==> config.mk <==
export PLATFORM = sky130hd
export DESIGN_NAME = uart_tx_buf
export DESIGN_NICKNAME = d
export VERILOG_FILES = /design/src/rtl/uart_pkg.sv /design/src/rtl/uart_fifo.sv /design/src/rtl/uart_tx_buf.sv
export SDC_FILE = /design/constraint.sdc
export NUM_CORES = 1
export LEC_CHECK = 0
export ABC_AREA = 0
export CAP_MARGIN = 20
export CORE_UTILIZATION = 24
export CTS_CLUSTER_SIZE = 40
export DETAILED_ROUTE_END_ITERATION = 10
export PLACE_DENSITY = 0.42
export SKIP_LAST_GASP = 1
export SYNTH_ARGS = -nofsm -noshare
export SYNTH_HDL_FRONTEND = slang
export SYNTH_SLANG_ARGS = --single-unit
==> constraint.sdc <==
create_clock -name clk -period 8.6 [get_ports clk]
set_input_delay 0.86 -clock clk [delete_from_list [all_inputs] [get_ports clk]]
set_output_delay 0.86 -clock clk [all_outputs]
set_load 0.01 [all_outputs]
==> src/rtl/uart_pkg.sv <==
// Shared definitions for the buffered UART transmitter: data width,
// baud oversampling factor, serializer state encoding and the helper
// that turns a prescale value into a baud-counter reload value.
package uart_pkg;

    localparam int DATA_W          = 8;
    localparam int BAUD_OVERSAMPLE = 8;
    localparam int BAUD_W          = 19;
    localparam int PRESCALE_W      = 16;

    typedef enum logic [1:0] {
        IDLE  = 2'd0,
        START = 2'd1,
        DATA  = 2'd2,
        STOP  = 2'd3
    } tx_state_t;

    // Reload value for one bit period: max(prescale,1)*8 - 1, so the counter
    // spends exactly one bit period counting down to zero.
    function automatic logic [BAUD_W-1:0] baud_reload(input logic [PRESCALE_W-1:0] prescale);
        logic [BAUD_W-1:0] p;
        p = (prescale == '0) ? BAUD_W'(1) : BAUD_W'(prescale);
        return p * BAUD_W'(BAUD_OVERSAMPLE) - BAUD_W'(1);
    endfunction

endpackage

==> src/rtl/uart_fifo.sv <==
// Byte FIFO feeding the serializer. The head byte is presented
// combinationally so the serializer can load it on the same edge it pops.
// Pointers are AW bits wide and wrap naturally because DEPTH is a power of two.
module uart_fifo
    import uart_pkg::*;
#(
    parameter int DEPTH = 8
) (
    input  logic                       clk,
    input  logic                       rst,
    input  logic                       push,
    input  logic                       pop,
    input  logic [DATA_W-1:0]          wr_data,
    output logic [DATA_W-1:0]          rd_data,
    output logic                       full,
    output logic                       empty,
    output logic [$clog2(DEPTH):0]     level
);

    localparam int AW = $clog2(DEPTH);
    localparam logic [AW:0] FULL_LEVEL = (AW+1)'(DEPTH);

    logic [DATA_W-1:0] mem_q [DEPTH];
    logic [AW-1:0]     wr_ptr_q, wr_ptr_d;
    logic [AW-1:0]     rd_ptr_q, rd_ptr_d;
    logic [AW:0]       level_q, level_d;
    logic              do_push, do_pop;

    assign full    = (level_q == FULL_LEVEL);
    assign empty   = (level_q == '0);
    assign level   = level_q;
    assign do_push = push & ~full;
    assign do_pop  = pop & ~empty;
    assign rd_data = mem_q[rd_ptr_q];

    // Pointer and occupancy update; a push and pop together leave level unchanged.
    always_comb begin
        wr_ptr_d = wr_ptr_q;
        rd_ptr_d = rd_ptr_q;
        level_d  = level_q;
        if (do_push) begin
            wr_ptr_d = wr_ptr_q + 1'b1;
        end
        if (do_pop) begin
            rd_ptr_d = rd_ptr_q + 1'b1;
        end
        case ({do_push, do_pop})
            2'b10:   level_d = level_q + 1'b1;
            2'b01:   level_d = level_q - 1'b1;
            default: level_d = level_q;
        endcase
    end

    // Control state; reset discards every queued byte.
    always_ff @(posedge clk or negedge rst) begin
        if (!rst) begin
            wr_ptr_q <= '0;
            rd_ptr_q <= '0;
            level_q  <= '0;
        end else begin
            wr_ptr_q <= wr_ptr_d;
            rd_ptr_q <= rd_ptr_d;
            level_q  <= level_d;
        end
    end

    // Storage array, written only on an accepted push.
    always_ff @(posedge clk) begin
        if (do_push) begin
            mem_q[wr_ptr_q] <= wr_data;
        end
    end

endmodule

==> src/rtl/uart_tx_buf.sv <==
// Buffered 8N1 UART transmitter: a byte FIFO in front of a
// START/DATA/STOP serializer. The bit period is latched when a byte is
// popped, so prescale changes only take effect on the next frame.
module uart_tx_buf
    import uart_pkg::*;
#(
    parameter int DEPTH = 8
) (
    input  logic                       clk,
    input  logic                       rst,
    input  logic [PRESCALE_W-1:0]      prescale,
    input  logic [DATA_W-1:0]          wr_data,
    input  logic                       wr_en,
    input  logic                       ovf_clr,
    output logic                       txd,
    output logic                       tx_busy,
    output logic                       empty,
    output logic                       full,
    output logic [$clog2(DEPTH):0]     level,
    output logic                       ovf
);

    tx_state_t          state_q, state_d;
    logic [DATA_W-1:0]  shift_q, shift_d;
    logic [2:0]         bit_cnt_q, bit_cnt_d;
    logic [BAUD_W-1:0]  baud_cnt_q, baud_cnt_d;
    logic [BAUD_W-1:0]  baud_load_q, baud_load_d;
    logic               ovf_q, ovf_d;
    logic               pop;
    logic               baud_done;
    logic [BAUD_W-1:0]  reload_now;
    logic [DATA_W-1:0]  head_data;

    uart_fifo #(
        .DEPTH (DEPTH)
    ) u_fifo (
        .clk     (clk),
        .rst     (rst),
        .push    (wr_en),
        .pop     (pop),
        .wr_data (wr_data),
        .rd_data (head_data),
        .full    (full),
        .empty   (empty),
        .level   (level)
    );

    assign baud_done  = (baud_cnt_q == '0);
    assign reload_now = baud_reload(prescale);

    // Line level is decoded from registered state, so reset drives it high at once.
    assign txd     = (state_q == START) ? 1'b0 :
                     (state_q == DATA)  ? shift_q[0] : 1'b1;
    assign tx_busy = (state_q != IDLE);
    assign ovf     = ovf_q;

    // Serializer next-state: pop and latch the bit period whenever a frame starts.
    always_comb begin
        state_d     = state_q;
        shift_d     = shift_q;
        bit_cnt_d   = bit_cnt_q;
        baud_cnt_d  = baud_cnt_q;
        baud_load_d = baud_load_q;
        pop         = 1'b0;
        case (state_q)
            IDLE: begin
                if (!empty) begin
                    pop         = 1'b1;
                    shift_d     = head_data;
                    baud_load_d = reload_now;
                    baud_cnt_d  = reload_now;
                    state_d     = START;
                end
            end
            START: begin
                if (baud_done) begin
                    baud_cnt_d = baud_load_q;
                    bit_cnt_d  = '0;
                    state_d    = DATA;
                end else begin
                    baud_cnt_d = baud_cnt_q - 1'b1;
                end
            end
            DATA: begin
                if (baud_done) begin
                    baud_cnt_d = baud_load_q;
                    if (bit_cnt_q == 3'(DATA_W - 1)) begin
                        state_d = STOP;
                    end else begin
                        bit_cnt_d = bit_cnt_q + 1'b1;
                        shift_d   = shift_q >> 1;
                    end
                end else begin
                    baud_cnt_d = baud_cnt_q - 1'b1;
                end
            end
            STOP: begin
                if (baud_done) begin
                    if (!empty) begin
                        pop         = 1'b1;
                        shift_d     = head_data;
                        baud_load_d = reload_now;
                        baud_cnt_d  = reload_now;
                        state_d     = START;
                    end else begin
                        state_d = IDLE;
                    end
                end else begin
                    baud_cnt_d = baud_cnt_q - 1'b1;
                end
            end
            default: state_d = IDLE;
        endcase
    end

    // Overflow is sticky; a dropped push wins over a simultaneous clear.
    always_comb begin
        ovf_d = (ovf_q & ~ovf_clr) | (wr_en & full);
    end

    // Serializer and overflow registers.
    always_ff @(posedge clk or negedge rst) begin
        if (!rst) begin
            state_q     <= IDLE;
            shift_q     <= '0;
            bit_cnt_q   <= '0;
            baud_cnt_q  <= '0;
            baud_load_q <= '0;
            ovf_q       <= 1'b0;
        end else begin
            state_q     <= state_d;
            shift_q     <= shift_d;
            bit_cnt_q   <= bit_cnt_d;
            baud_cnt_q  <= baud_cnt_d;
            baud_load_q <= baud_load_d;
            ovf_q       <= ovf_d;
        end
    end

endmodule

==> impl_metrics.tcl <==
set metrics [dict create \
    synthTopCellsByArea "sky130_fd_sc_hd__edfxtp_1, sky130_fd_sc_hd__dfrtp_1, sky130_fd_sc_hd__mux4_2, sky130_fd_sc_hd__nand2_1, sky130_fd_sc_hd__xnor2_1" \
    cts-buffers-inserted 17 \
    die_area_um2 26650 \
    drive_gt1_frac 0.1429 \
    fin_area_um2 7556 \
    finalSetupViolations 0 \
    grt_setup_unrepaired "false" \
    final_total_power_w 0.002757 \
    ir_worst_vdd_mv 0.1471 \
    tritoncts_clock_tree "yes" \
    global_route_wire_length_before_repair_um 24580 \
    first_global_vias 4459 \
    global_route.overflow_total 0 \
    rr_startpoint "baud_cnt_q[5]" \
    crit_start "prescale[11]" \
    power_density_nw_per_um2 364.9 \
    synth.top_cell.area_share 0.3079 \
    gp_routability_congestion 0.7780 \
    die_w_um 163.3 \
    worstMarginPinSlew_ns 0.8602 \
    netlist_area_um2 6241 \
    synthArstFlopShare 0.4839 \
    remaining_drc_errors 0 \
    timing.critical_path.required_ns 8.90 \
    slew_viols_final 0 \
    design.core.area_um2 25330 \
    critPathMaxFanout 7 \
    ios 37 \
    cts.path.max_buffers 2 \
    syn_inst 525 \
    synth_fp_nets 569 \
    synth.distinct_cells 63 \
    clk_transition_reported_paths_ns 0.06 \
    synth_common_cells "sky130_fd_sc_hd__edfxtp_1, sky130_fd_sc_hd__dfrtp_1, sky130_fd_sc_hd__nand2_1" \
    antenna_violations_before_repair 0 \
    syn_to_final_growth_pct 21.07 \
    first_pass_iters 5 \
    drt-wirelength-per-cell_um 16.66 \
    place.port_buffers 36 \
    count_of_warnings_emitted_by_yosys 0 \
    grt_max_degree 61 \
    slew_headroom 0.4234 \
    tritoncts_num_sinks 124 \
    hpwlAfterDp_um 10350 \
    synth_area_leader_cell "sky130_fd_sc_hd__edfxtp_1" \
    power.leakage_nw 2.762 \
    timing.setup.critical_path_class "in -> reg" \
    fmax_mhz 258.5 \
    layout.filler_cells 2562 \
    placement_stage_cell_area_um2 7015 \
    cts_setup_buffers 0 \
    num-nets-final 606 \
    number_of_flops_mapped_to_enable_cells_by_yosys 64 \
    holdCritStartpoint "baud_load_q[10]" \
    postSynthAreaPerCell_um2 11.89 \
    fin_setup_tns_ns 0 \
    worst_setup_path_start_kind "input port" \
    worstSetupEndpointType "register" \
    ys_ff_latch 124 \
    h-tree-depth 4 \
    clkLatencyLatePin_ns 0.42 \
    overall_track_demand_over_capacity_in_global_routing 0.1216 \
    critical_path_data_arrival_time_ns 4.17 \
    post-route-min-period_ns 3.869 \
    initial_utilization 0.2464 \
    hold_violations 0 \
    drv_cap 0 \
    rows 58 \
    utilization_after_layout 0.2983 \
    ys_dominant_reg_cell "sky130_fd_sc_hd__edfxtp_1" \
    clk_skew_ns 0.007720 \
    most_frequently_used_cell_type_in_the_post_synthesis_netlist "sky130_fd_sc_hd__edfxtp_1" \
    detailroute.via_count 4288 \
    hold_fix_buffers_cts 0 \
    min-delay-path-class "reg -> reg" \
    cts_root_buffer "sky130_fd_sc_hd__clkbuf_16" \
    yosysSeqAreaShare 0.5485 \
    detail_route.iter0.violations 209 \
    post_cts_resized 0 \
    drt_via_density 4.743 \
    number_of_nets_with_antenna_violations_after_routing 0 \
    y_dimension_of_the_die_um 163.3 \
    outcome "complete, no violations" \
    wl_um 15060 \
    antenna_diode_count 0 \
    min_period_over_period 0.4498 \
]
per-layer routing:
metal / up-vias / share of wire / GRT usage
met3: 16 / 0.029 / 0.02641
met1: 2156 / 0.46 / 0.1539
met5: - / 0 / 0
li1: 2047 / - / -
met2: 69 / 0.50 / 0.2034
met4: 0 / 0.012 / 0.04206
sequential cells by signal, summed over array words and instances (netlist names):
signal	cells
bit_cnt_q	3
u_fifo.wr_ptr_q	3
u_fifo.mem_q	64
baud_load_q	17
baud_cnt_q	19
u_fifo.level	4
state_q	2
u_fifo.rd_ptr_q	3
ovf	1
shift_q	8
power breakdown:
group | total (W) | switching, W | internal (W)
clock network | 0.000655 | 0.000283 | 0.000372
registers | 0.000992 | 0.000181 | 0.000811
logic | 0.00111 | 0.000605 | 0.000504
total | 0.00276 | 0.00107 | 0.00169
cell families after synthesis:
| logic type | Yosys count | share of synthesized area |
|---|---|---|
| and+or+nand+nor | 153 | 0.1267 |
| DFF | 124 | 0.5485 |
| AOI/OAI and AO/OA | 117 | 0.1211 |
| buffers and inverters | 43 | 0.02686 |
| muxes | 39 | 0.09723 |
| xor gates and xnor gates | 33 | 0.04631 |
| adders and majority gates | 16 | 0.03328 |
layout by cell type (no fill, tap or decap), types with 4 or more instances in the layout:
cell type / n
sky130_fd_sc_hd__a211o_1: 4
sky130_fd_sc_hd__a211oi_1: 10
sky130_fd_sc_hd__a21oi_1: 23
sky130_fd_sc_hd__a22o_1: 6
sky130_fd_sc_hd__a311o_1: 4
sky130_fd_sc_hd__buf_4: 8
sky130_fd_sc_hd__clkbuf_16: 17
sky130_fd_sc_hd__clkdlybuf4s50_1: 35
sky130_fd_sc_hd__clkinvlp_4: 5
sky130_fd_sc_hd__dfrtp_1: 60
sky130_fd_sc_hd__edfxtp_1: 64
sky130_fd_sc_hd__ha_1: 15
sky130_fd_sc_hd__inv_1: 15
sky130_fd_sc_hd__inv_6: 4
sky130_fd_sc_hd__mux2_1: 6
sky130_fd_sc_hd__mux2_2: 7
sky130_fd_sc_hd__mux2i_1: 10
sky130_fd_sc_hd__mux4_2: 16
sky130_fd_sc_hd__nand2_1: 53
sky130_fd_sc_hd__nor2_1: 34
sky130_fd_sc_hd__nor2b_1: 6
sky130_fd_sc_hd__nor3_1: 13
sky130_fd_sc_hd__nor3_2: 5
sky130_fd_sc_hd__nor4_1: 9
sky130_fd_sc_hd__o21ai_0: 38
sky130_fd_sc_hd__or4_1: 4
sky130_fd_sc_hd__xnor2_1: 22
sky130_fd_sc_hd__xor2_1: 11
critical path, stage by stage:
cell                              delay (ns)
sky130_fd_sc_hd__clkdlybuf4s50_1        0.46
sky130_fd_sc_hd__or4_4                  0.58
sky130_fd_sc_hd__or4_1                  0.55
sky130_fd_sc_hd__nor2_1                 0.15
sky130_fd_sc_hd__a21oi_1                0.11
sky130_fd_sc_hd__ha_1                   0.23
sky130_fd_sc_hd__nor3b_1                0.16
sky130_fd_sc_hd__nand2b_1               0.18
sky130_fd_sc_hd__and4bb_2               0.27
sky130_fd_sc_hd__xnor2_1                0.20
sky130_fd_sc_hd__a211oi_1               0.11
sky130_fd_sc_hd__a211o_1                0.29
final cells by class:
class / instances / area (um2) / area share
inverters: 16 / 60.06 / 0.007948
well taps: 330 / 412.9 / 0.05464
multi-input cells: 358 / 2676 / 0.3542
clock buffers: 17 / 425.4 / 0.05630
clock inverters: 14 / 115.1 / 0.01523
flip-flops and latches: 124 / 3423 / 0.4531
repair buffers: 45 / 442.9 / 0.05862
worst paths after layout:
path                                    to  slack (ns)  cells past startpoint
max                         baud_cnt_q[15]        4.73                     12
min                        baud_load_q[10]        0.47                      2
max reg2reg                u_fifo.level[3]        5.29                     11
min reg2reg                baud_load_q[10]        0.47                      2
max in group asynchronous       shift_q[1]        7.44                      2
min in group asynchronous  baud_load_q[13]        0.61                      2
metrics by stage:
stage / setup slack [ns] / hold slack [ns] / cells
2_1_floorplan: 5.100 / 0.4447 / 525
3_3_place_gp: 4.382 / 0.4676 / 872
3_5_place_dp: 4.334 / 0.4677 / 873
4_1_cts: 4.752 / 0.4809 / 904
5_1_grt: 4.542 / 0.5142 / 904
6_report: 4.731 / 0.4742 / 904
Note: power is estimated with default switching activity, not from simulation.
